[config.mk]
export PLATFORM = sky130hd
export DESIGN_NAME = uart_tx_fifo
export DESIGN_NICKNAME = d
export VERILOG_FILES = /design/src/rtl/uart_tx_fifo.sv
export SDC_FILE = /design/constraint.sdc
export NUM_CORES = 1
export LEC_CHECK = 0
export BUFFER_PORTS_ARGS = -buffer_cell sky130_fd_sc_hd__buf_2
export CAP_MARGIN = 20
export CORE_MARGIN = 4
export CORE_UTILIZATION = 40
export CTS_CLUSTER_SIZE = 8
export DETAILED_ROUTE_END_ITERATION = 7
export HOLD_SLACK_MARGIN = 0.06
export PLACE_DENSITY = 0.63
export REMOVE_ABC_BUFFERS = 1
export SETUP_SLACK_MARGIN = 0.4
export SLEW_MARGIN = 30
export SYNTH_ARGS = -nofsm -noshare
export SYNTH_HDL_FRONTEND = slang
export SYNTH_SLANG_ARGS = --single-unit
[constraint.sdc]
create_clock -name clk -period 3.26 [get_ports clk]
set_clock_uncertainty 0.15 [all_clocks]
set_input_delay 0.652 -clock clk [delete_from_list [all_inputs] [get_ports clk]]
set_output_delay 0.652 -clock clk [all_outputs]
set_load 0.02 [all_outputs]
[src/rtl/uart_tx_fifo.sv]
// uart_tx_fifo: parametrised UART transmitter fed by a TX FIFO, frames sent back-to-back.
// Parity and stop-bit count are captured per frame at the moment its byte is popped.
module uart_tx_fifo #(
    parameter int CLK_FREQ   = 50_000_000,
    parameter int BAUD       = 115200,
    parameter int DATA_BITS  = 8,
    parameter int FIFO_DEPTH = 16
) (
    input  logic                         clk,
    input  logic                         reset,
    input  logic                         transmit,
    input  logic [DATA_BITS-1:0]         TxData,
    input  logic [1:0]                   parity_mode,
    input  logic                         two_stop,
    output logic                         TxD,
    output logic                         busy,
    output logic                         fifo_full,
    output logic                         fifo_empty,
    output logic [$clog2(FIFO_DEPTH):0]  fifo_count,
    output logic                         overflow
);
    localparam int DIVISOR = CLK_FREQ / BAUD;
    localparam int CW      = $clog2(DIVISOR);
    localparam int AW      = $clog2(FIFO_DEPTH);

    typedef enum logic [2:0] {S_IDLE, S_START, S_DATA, S_PARITY, S_STOP} state_t;

    state_t               r_state, w_next;
    logic [DATA_BITS-1:0] r_mem [FIFO_DEPTH];
    logic [AW-1:0]        r_wptr, r_rptr;
    logic [AW:0]          r_count;
    logic [CW-1:0]        r_baud;
    logic [3:0]           r_bit;
    logic [DATA_BITS-1:0] r_shift;
    logic                 r_par_en, r_par, r_two, r_stop2, r_txd, r_overflow;
    logic [DATA_BITS-1:0] w_head;
    logic                 w_push, w_pop, w_tick, w_txd, w_last_stop;

    assign fifo_empty  = r_count == '0;
    assign fifo_full   = r_count == (AW+1)'(FIFO_DEPTH);
    assign fifo_count  = r_count;
    assign overflow    = r_overflow;
    assign TxD         = r_txd;
    assign busy        = r_state != S_IDLE;
    assign w_head      = r_mem[r_rptr];
    assign w_tick      = r_baud == CW'(DIVISOR - 1);
    assign w_last_stop = w_tick && (r_stop2 || !r_two);
    assign w_push      = transmit && (!fifo_full || w_pop);

    always_comb begin
        w_next = r_state;
        w_pop  = 1'b0;
        case (r_state)
            S_IDLE: begin
                w_pop  = !fifo_empty;
                w_next = fifo_empty ? S_IDLE : S_START;
            end
            S_START:  w_next = w_tick ? S_DATA : S_START;
            S_DATA:   w_next = (w_tick && r_bit == 4'(DATA_BITS - 1)) ? (r_par_en ? S_PARITY : S_STOP) : S_DATA;
            S_PARITY: w_next = w_tick ? S_STOP : S_PARITY;
            S_STOP: begin
                w_pop  = w_last_stop && !fifo_empty;
                w_next = !w_last_stop ? S_STOP : (fifo_empty ? S_IDLE : S_START);
            end
            default:  w_next = S_IDLE;
        endcase
        w_txd = (r_state == S_START)  ? 1'b0 :
                (r_state == S_DATA)   ? r_shift[0] :
                (r_state == S_PARITY) ? r_par : 1'b1;
    end

    always_ff @(posedge clk)
        if (w_push) r_mem[r_wptr] <= TxData;

    always_ff @(posedge clk or negedge reset) begin
        if (!reset) begin
            r_state    <= S_IDLE;
            r_wptr     <= '0;
            r_rptr     <= '0;
            r_count    <= '0;
            r_baud     <= '0;
            r_bit      <= '0;
            r_shift    <= '0;
            r_par_en   <= 1'b0;
            r_par      <= 1'b0;
            r_two      <= 1'b0;
            r_stop2    <= 1'b0;
            r_txd      <= 1'b1;
            r_overflow <= 1'b0;
        end else begin
            r_state    <= w_next;
            r_txd      <= w_txd;
            r_overflow <= transmit && fifo_full && !w_pop;
            r_count    <= r_count + (AW+1)'(w_push) - (AW+1)'(w_pop);
            // Counter restarts on every pop so each frame is aligned to its own start bit.
            r_baud     <= (r_state == S_IDLE || w_pop || w_tick) ? '0 : r_baud + 1'b1;
            if (w_push) r_wptr <= r_wptr + 1'b1;
            if (w_pop) begin
                r_rptr   <= r_rptr + 1'b1;
                r_shift  <= w_head;
                r_par_en <= parity_mode == 2'd1 || parity_mode == 2'd2;
                r_par    <= (parity_mode == 2'd1) ? ~^w_head : ^w_head;
                r_two    <= two_stop;
                r_bit    <= '0;
                r_stop2  <= 1'b0;
            end else if (w_tick) begin
                if (r_state == S_DATA) begin
                    r_shift <= r_shift >> 1;
                    r_bit   <= r_bit + 1'b1;
                end
                if (r_state == S_STOP) r_stop2 <= 1'b1;
            end
        end
    end
endmodule

==> out/qor.yml, run 1 <==
portBuffers: 23
clk-insertion-delay-late_ns: 0.43
grtUsageTotal_pct: 14.2
yosys.area.top_type: "edfxtp_1"
period_share_pct: 89.5
ys_types: 47
rsz0062_at_grt: "true"
numCtsBuffers: 17
drc: 0
yosysTopAreaCellShare_pct: 53.5
fp-row-count: 48
fin_crit_ns: 2.92
cp.arrival_ns: 3.08
finalHoldViolations: 0
ys_top_cells_by_count: "128 x edfxtp_1, 42 x dfrtp_1, 32 x nor2_1"
ioPinCount: 24
critPathKind: "reg -> reg"
initial_core_util_pct: 41.1
holdWs_ns: 0.304
clk_pin_slew_worst_paths_ns: 0.07
cts.sinks: 171
antenna_left: 0
tightest_slew_ns: 0.800
cap_viol_max_count: 0
drv_slew: 0
root_buffer: "clkbuf_16"
final.fill_count: 1455
drive_gt1_share_pct: 28.7
final_core_util_pct: 48.6
grt_first_pass_wirelength_mm: 21.7
path_max_fanout: 3
dp_hpwl_mm: 9.07
power_mw: 5.44
ctsLongestPathBuffers: 2
worst_slack_ns: 0.342
grt_pass1_vias: 3843
viasPerCell: 5.21
synth_flop_cell: "edfxtp_1"
cts_max_level: 4
wire_per_inst_um: 18.6
ys_seq_elements: 171
placed_area_um2: 7750
syn_to_final_growth_pct: 18.3
layout.nets: 518
antenna_found_initial: 0
yosysMostFrequentCell: "edfxtp_1"
n_antenna_cell: 0
drt_wl_total_mm: 13.6
dieArea_um2: 20200
async_flop_share_pct: 25.1
cts_tree: "done"
yosysSeqAreaShare_pct: 68.5
vdd_drop_max_mv: 0.401
ys_top_cells_by_area: "edfxtp_1 54%, dfrtp_1 15%, mux4_2 8.2%, mux4_1 3.7%, ha_1 2.4%"
hp-class: "in -> reg"
core-area_um2: 17500
chipHeight_um: 142
slew_headroom_pct: 46.0
finalSetupViolCount: 0
drt_first_iter_violations: 271
worstPathRequired_ns: 3.42
grt_max_degree: 33
clock.fmax_mhz: 343
synthCells: 418
start_kind: "flop"
synth_warnings: 0
place_congestion: 0.831
critPathCaptureType: "flop"
vias: 3785
dr.pass1.iters: 4
pre_cts_slack_ns: 0.0511
synth.cell_area_um2: 7180
stdcell_area_um2: 8500
synth_edf_count: 128
power_density_nw_per_um2: 640
grt-ovfl-total: 0
die_w_um: 142
outcome: "finished clean"
synth_area_per_cell_um2: 17.2
p_leak_nw: 3.14
where the power goes:
| group | leakage (nW) | internal [mW] | switching, mW |
|---|---|---|---|
| sequential | 1.69 | 2.57 | 0.125 |
| clock | 0.283 | 1.08 | 0.880 |
| combinational | 1.17 | 0.341 | 0.440 |
through the flow:
stage                     TNS, ns  cells
after floorplan             -1.74    401
after global placement          0    684
after detailed placement        0    684
after CTS                       0    718
after global routing            0    727
final                           0    727
flip-flops by register name, summed over array words and instances, names as in the netlist:
name,count
r_stop2,1
r_par,1
TxD,1
r_two,1
r_wptr,4
overflow,1
r_bit,4
r_shift,8
r_baud,9
r_state,3
r_mem,128
r_rptr,4
fifo_count,5
r_par_en,1
worst max-delay path: stages (launching register included):
cell and delay (ns):
dfrtp_1 0.40, inv_1 0.06, ha_1 0.14, nor4bb_4 0.22, nand3_1 0.14, a211o_1 0.32
or3_4 0.36, o21ai_2 0.07, ha_2 0.19, inv_1 0.05, fa_2 0.34, inv_1 0.06
a21oi_1 0.06, nor2_1 0.09, nor2_1 0.05, xnor2_1 0.11
routing by layer:
metal | GRT usage (%) | part of all wire (%)
met1 | 19.1 | 45
met2 | 23.0 | 50
met3 | 3.36 | 4.5
met4 | 4.85 | 1.0
met5 | 0 | 0
path summary, 6_finish.rpt:
| path | slack [ns] | cells past startpoint | end | startpoint |
|---|---|---|---|---|
| setup / recovery | 0.34 | 15 | fifo_count[4] | r_baud[1] |
| hold / removal | 0.30 | 2 | r_two | two_stop |
| setup reg to reg | 0.34 | 15 | fifo_count[4] | r_baud[1] |
| hold reg to reg | 0.36 | 1 | r_two | r_two |
| max in group asynchronous | 1.68 | 3 | r_rptr[0] | reset |
| min in group asynchronous | 0.56 | 2 | r_baud[8] | reset |
cells by family (layout without fill, tap and decap cells):
kind of cell | count (synthesis) | count (layout) | synth area share [%]
and+or+nand+nor | 102 | 102 | 6.93
AOI/OAI and AO/OA | 29 | 29 | 2.42
adders and majority gates | 15 | 15 | 2.72
buffers and inverters | 30 | 114 | 2.39
xor gates and xnor gates | 24 | 24 | 3.61
muxes | 47 | 47 | 13.4
DFF | 171 | 171 | 68.5
cells in the final DEF (no fill, tap or decap), types with 12 or more instances in the layout:
master / Yosys / routed
ha_1: 14 / 13
mux4_2: 26 / 28
nand2_1: 25 / 25
xnor2_1: 12 / 12
dfrtp_1: 42 / 41
edfxtp_1: 128 / 128
buf_2: 2 / 23
inv_1: 13 / 13
buf_4: 0 / 40
nor2_1: 32 / 31
clkbuf_16: 0 / 18
area by class of cell:
| type | instances | area (um2) | area share (%) |
|---|---|---|---|
| Sequential cell | 171 | 4920 | 57.9 |
| Multi-Input combinational cell | 217 | 2150 | 25.3 |
| Timing Repair Buffer | 69 | 522 | 6.14 |
| Clock buffer | 17 | 425 | 5.00 |
| Tap cell | 225 | 282 | 3.31 |
| Clock inverter | 15 | 153 | 1.80 |
| Inverter | 13 | 48.8 | 0.574 |
repair_timing:
action	4_1_cts	5_1_grt
gates resized for setup	8	10
pin swaps	4	1
endpoints found under the setup margin	9	30
hold buffers	1	0
gates cloned	0	1
endpoints found under the hold margin	19	0
buffers inserted	1	8
Note: power is estimated with default switching activity, not from simulation.
==> run 2, diff against run 1 <==
--- a/config.mk
+++ b/config.mk
@@ -5,6 +5,8 @@
 export SDC_FILE = /design/constraint.sdc
 export NUM_CORES = 1
 export LEC_CHECK = 0
+export ABC_AREA = 1
+export ABC_CLOCK_PERIOD_IN_PS = 3260
 export BUFFER_PORTS_ARGS = -buffer_cell sky130_fd_sc_hd__buf_2
 export CAP_MARGIN = 20
 export CORE_MARGIN = 4
==> out/qor.yml, run 2 <==
outcome: "finished clean"  # unchanged
fin_crit_ns: 2.84  # was 2.92 ns
final_cell_mix: "179 x nand2_1, 128 x edfxtp_1, 87 x inv_1"  # was 128 x edfxtp_1, 41 x dfrtp_1, 40 x buf_4
ys_seq_elements: 171  # unchanged
finalHoldViolations: 0  # unchanged
critPathKind: "reg -> reg"  # unchanged
fp-row-count: 50  # was 48
stdcell_area_um2: 8890  # was 8500 um2
hp-class: "in -> async"  # was in -> reg
critPathCaptureType: "flop"  # unchanged
path_max_fanout: 5  # was 3
final_core_util_pct: 47.4  # was 48.6%
numCtsBuffers: 17  # unchanged
period_share_pct: 87.0  # was 89.5%
drc: 0  # unchanged
grt_first_pass_wirelength_mm: 25.8  # was 21.7 mm
placed_cells: 1012  # was 684
synth_area_per_cell_um2: 10.1  # was 17.2 um2
place_congestion: 0.763  # was 0.831
chipHeight_um: 146  # was 142 um
ys_top_cells_by_area: "edfxtp_1 50%, dfrtp_1 14%, nand2_1 8.9%, nand3_1 4.7%, inv_1 4.3%"  # was edfxtp_1 54%, dfrtp_1 15%, mux4_2 8.2%, mux4_1 3.7%, ha_1 2.4%
layout.cells.non_filler: 1056  # was 727
vdd_drop_max_mv: 0.423  # was 0.401 mV
slowest_stage: "dfrtp_1"  # unchanged
viasPerCell: 4.91  # was 5.21
synthCells: 756  # was 418
synth.cell_area_um2: 7650  # was 7180 um2
yosysMostFrequentCell: "nand2_1"  # was edfxtp_1
drt_first_iter_violations: 351  # was 271
ctsLongestPathBuffers: 2  # unchanged
yosysSeqAreaShare_pct: 64.3  # was 68.5%
cts.sinks: 171  # unchanged
crit_buf_inv: 4  # was 3
core-area_um2: 18800  # was 17500 um2
top_register: "r_mem"  # unchanged
crit_cells: 19  # was 15
rsz0062_at_grt: "true"  # unchanged
crit_path_max_incr_delay_ns: 0.40  # about the same
synthMuxAreaShare_pct: 0  # was 13.4%
critical_path.cell_chain: "or2_1, nor3_2, nand2_2, inv_4, o21ai_4, nor2_1, nand2_1, nand2_4, inv_6, nand2_4, nand2_8, inv_8, nand2_4, nand2_4, ha_4, inv_2, fa_2, o21ai_2, xor2_1"  # was inv_1, ha_1, nor4bb_4, nand3_1, a211o_1, or3_4, o21ai_2, ha_2, inv_1, fa_2, inv_1, a21oi_1, nor2_1, nor2_1, xnor2_1
initial_core_util_pct: 40.8  # was 41.1%
dp_hpwl_mm: 10.2  # was 9.07 mm
r2r_cells: 19  # was 15
n_antenna_cell: 0  # unchanged
grt-ovfl-total: 0  # unchanged
yosysTopAreaCellShare_pct: 50.2  # was 53.5%
start_kind: "flop"  # unchanged
power_density_nw_per_um2: 612  # was 640 nW/um2
ys_top_cells_by_count: "181 x nand2_1, 128 x edfxtp_1, 88 x inv_1"  # was 128 x edfxtp_1, 42 x dfrtp_1, 32 x nor2_1
dr.pass1.iters: 5  # was 4
grt_pass1_vias: 4812  # was 3843
clk_pin_slew_worst_paths_ns: 0.07  # about the same
synth_compound_gate_area_share_pct: 5.17  # was 2.42%
largestRegisters: "r_mem x128, r_baud x9, r_shift x8"  # unchanged
antenna_left: 0  # unchanged
p_leak_nw: 3.74  # was 3.14 nW
finalSetupViolCount: 0  # unchanged
layout_commonest_cell: "nand2_1"  # was edfxtp_1
drive_gt1_share_pct: 14.5  # was 28.7%
finalSetupTns_ns: 0  # unchanged
yosys.area.top_type: "edfxtp_1"  # unchanged
tightest_slew_ns: 0.739  # was 0.800 ns
ys_types: 36  # was 47
placed_area_um2: 8150  # was 7750 um2
synth_flop_cell: "edfxtp_1"  # unchanged
cts_tree: "done"  # unchanged
vias: 5180  # was 3785
synth_xor_area_share_pct: 1.49  # was 3.61%
dieArea_um2: 21400  # was 20200 um2
cts_max_level: 4  # unchanged
antenna_found_initial: 0  # unchanged
synth_warnings: 0  # unchanged
syn_to_final_growth_pct: 16.1  # was 18.3%
wire_per_inst_um: 15.4  # was 18.6 um
synth_edf_count: 128  # unchanged
synthSimpleGateAreaFrac_pct: 20.1  # was 6.93%
die_w_um: 146  # was 142 um
slew_headroom_pct: 50.7  # was 46.0%
crit_top_cell: "nand2_4"  # was inv_1
worstPathRequired_ns: 3.46  # was 3.42 ns
regArea_um2: 4920  # unchanged
async_flop_share_pct: 25.1  # unchanged
layout.nets: 838  # was 518
root_buffer: "clkbuf_16"  # unchanged
grt_max_degree: 52  # was 33
yosys.area_share.adder_pct: 2.55  # was 2.72%
clk-insertion-delay-late_ns: 0.43  # about the same
drt_wl_total_mm: 16.3  # was 13.6 mm
cts_hold_buffers: 0  # was 1
cp_top_family: "simple AND/OR/NAND/NOR gates"  # unchanged
final.fill_count: 1715  # was 1455
cp.arrival_ns: 3.03  # was 3.08 ns
largest_reg_flops: 128  # unchanged
clock.fmax_mhz: 353  # was 343 MHz
multi_input_area_um2: 2300  # was 2150 um2
drv_slew: 0  # unchanged
ioPinCount: 24  # unchanged
grtUsageTotal_pct: 15.6  # was 14.2%
synth_top_family_by_area: "simple AND/OR/NAND/NOR gates"  # was multiplexers
cap_viol_max_count: 0  # unchanged
portBuffers: 23  # unchanged
[run 2: report_power, final]
group	internal [mW]	switching [mW]	total, mW
Sequential	2.56	0.0923	2.66
Combinational	0.293	0.529	0.822
Clock	1.12	0.840	1.96
Total	3.98	1.46	5.44
[run 2: cell type report]
class	instances	share of cell area (%)
clock buffer	22	5.73
clock inverter	10	0.873
inverter	94	4.14
multi-input combinational	463	25.9
sequential	171	55.4
tap	234	3.29
timing repair buffer	62	4.73
[run 2: repair_timing]
action | 4_1_cts | 5_1_grt
resized for setup | 4 | 13
setup endpoints to repair | 1 | 3
buffers inserted | 0 | 12
pin swaps | 1 | 9
endpoints found under the hold margin | 0 | 0
[run 2: cells by family after synthesis]
family          after synthesis
xor+xnor                     13
fa+ha+maj                    15
compound gates               72
buf+inv                     122
simple gates                363
flops                       171
[run 2: path summary, 6_finish.rpt]
check,startpoint,end,slack [ns]
hold reg to reg,r_par,r_par,0.35
hold / removal,reset,r_baud[2],0.14
max in group asynchronous,reset,r_wptr[0],2.16
setup / recovery,r_baud[2],fifo_count[4],0.42
setup reg to reg,r_baud[2],fifo_count[4],0.42
min in group clk,two_stop,r_two,0.30
[run 2: through the flow]
| step | setup slack (ns) | hold WS (ns) | power [mW] |
|---|---|---|---|
| final | 0.424 | 0.136 | 5.44 |
| after global routing | 0.273 | 0.193 | 5.71 |
| after CTS | 0.408 | 0.145 | 5.44 |
| after detailed placement | 0.292 | 0.332 | 3.47 |
| after global placement | 0.377 | 0.326 | 3.46 |
| after floorplan | -0.0532 | 0.206 | 3.19 |
[run 2: layer usage]
layer | GRT usage [%] | wire length (um)
met5 | 0 | 0
met4 | 6.21 | 332
met3 | 3.01 | 707
met2 | 25.3 | 8050
met1 | 20.8 | 7180
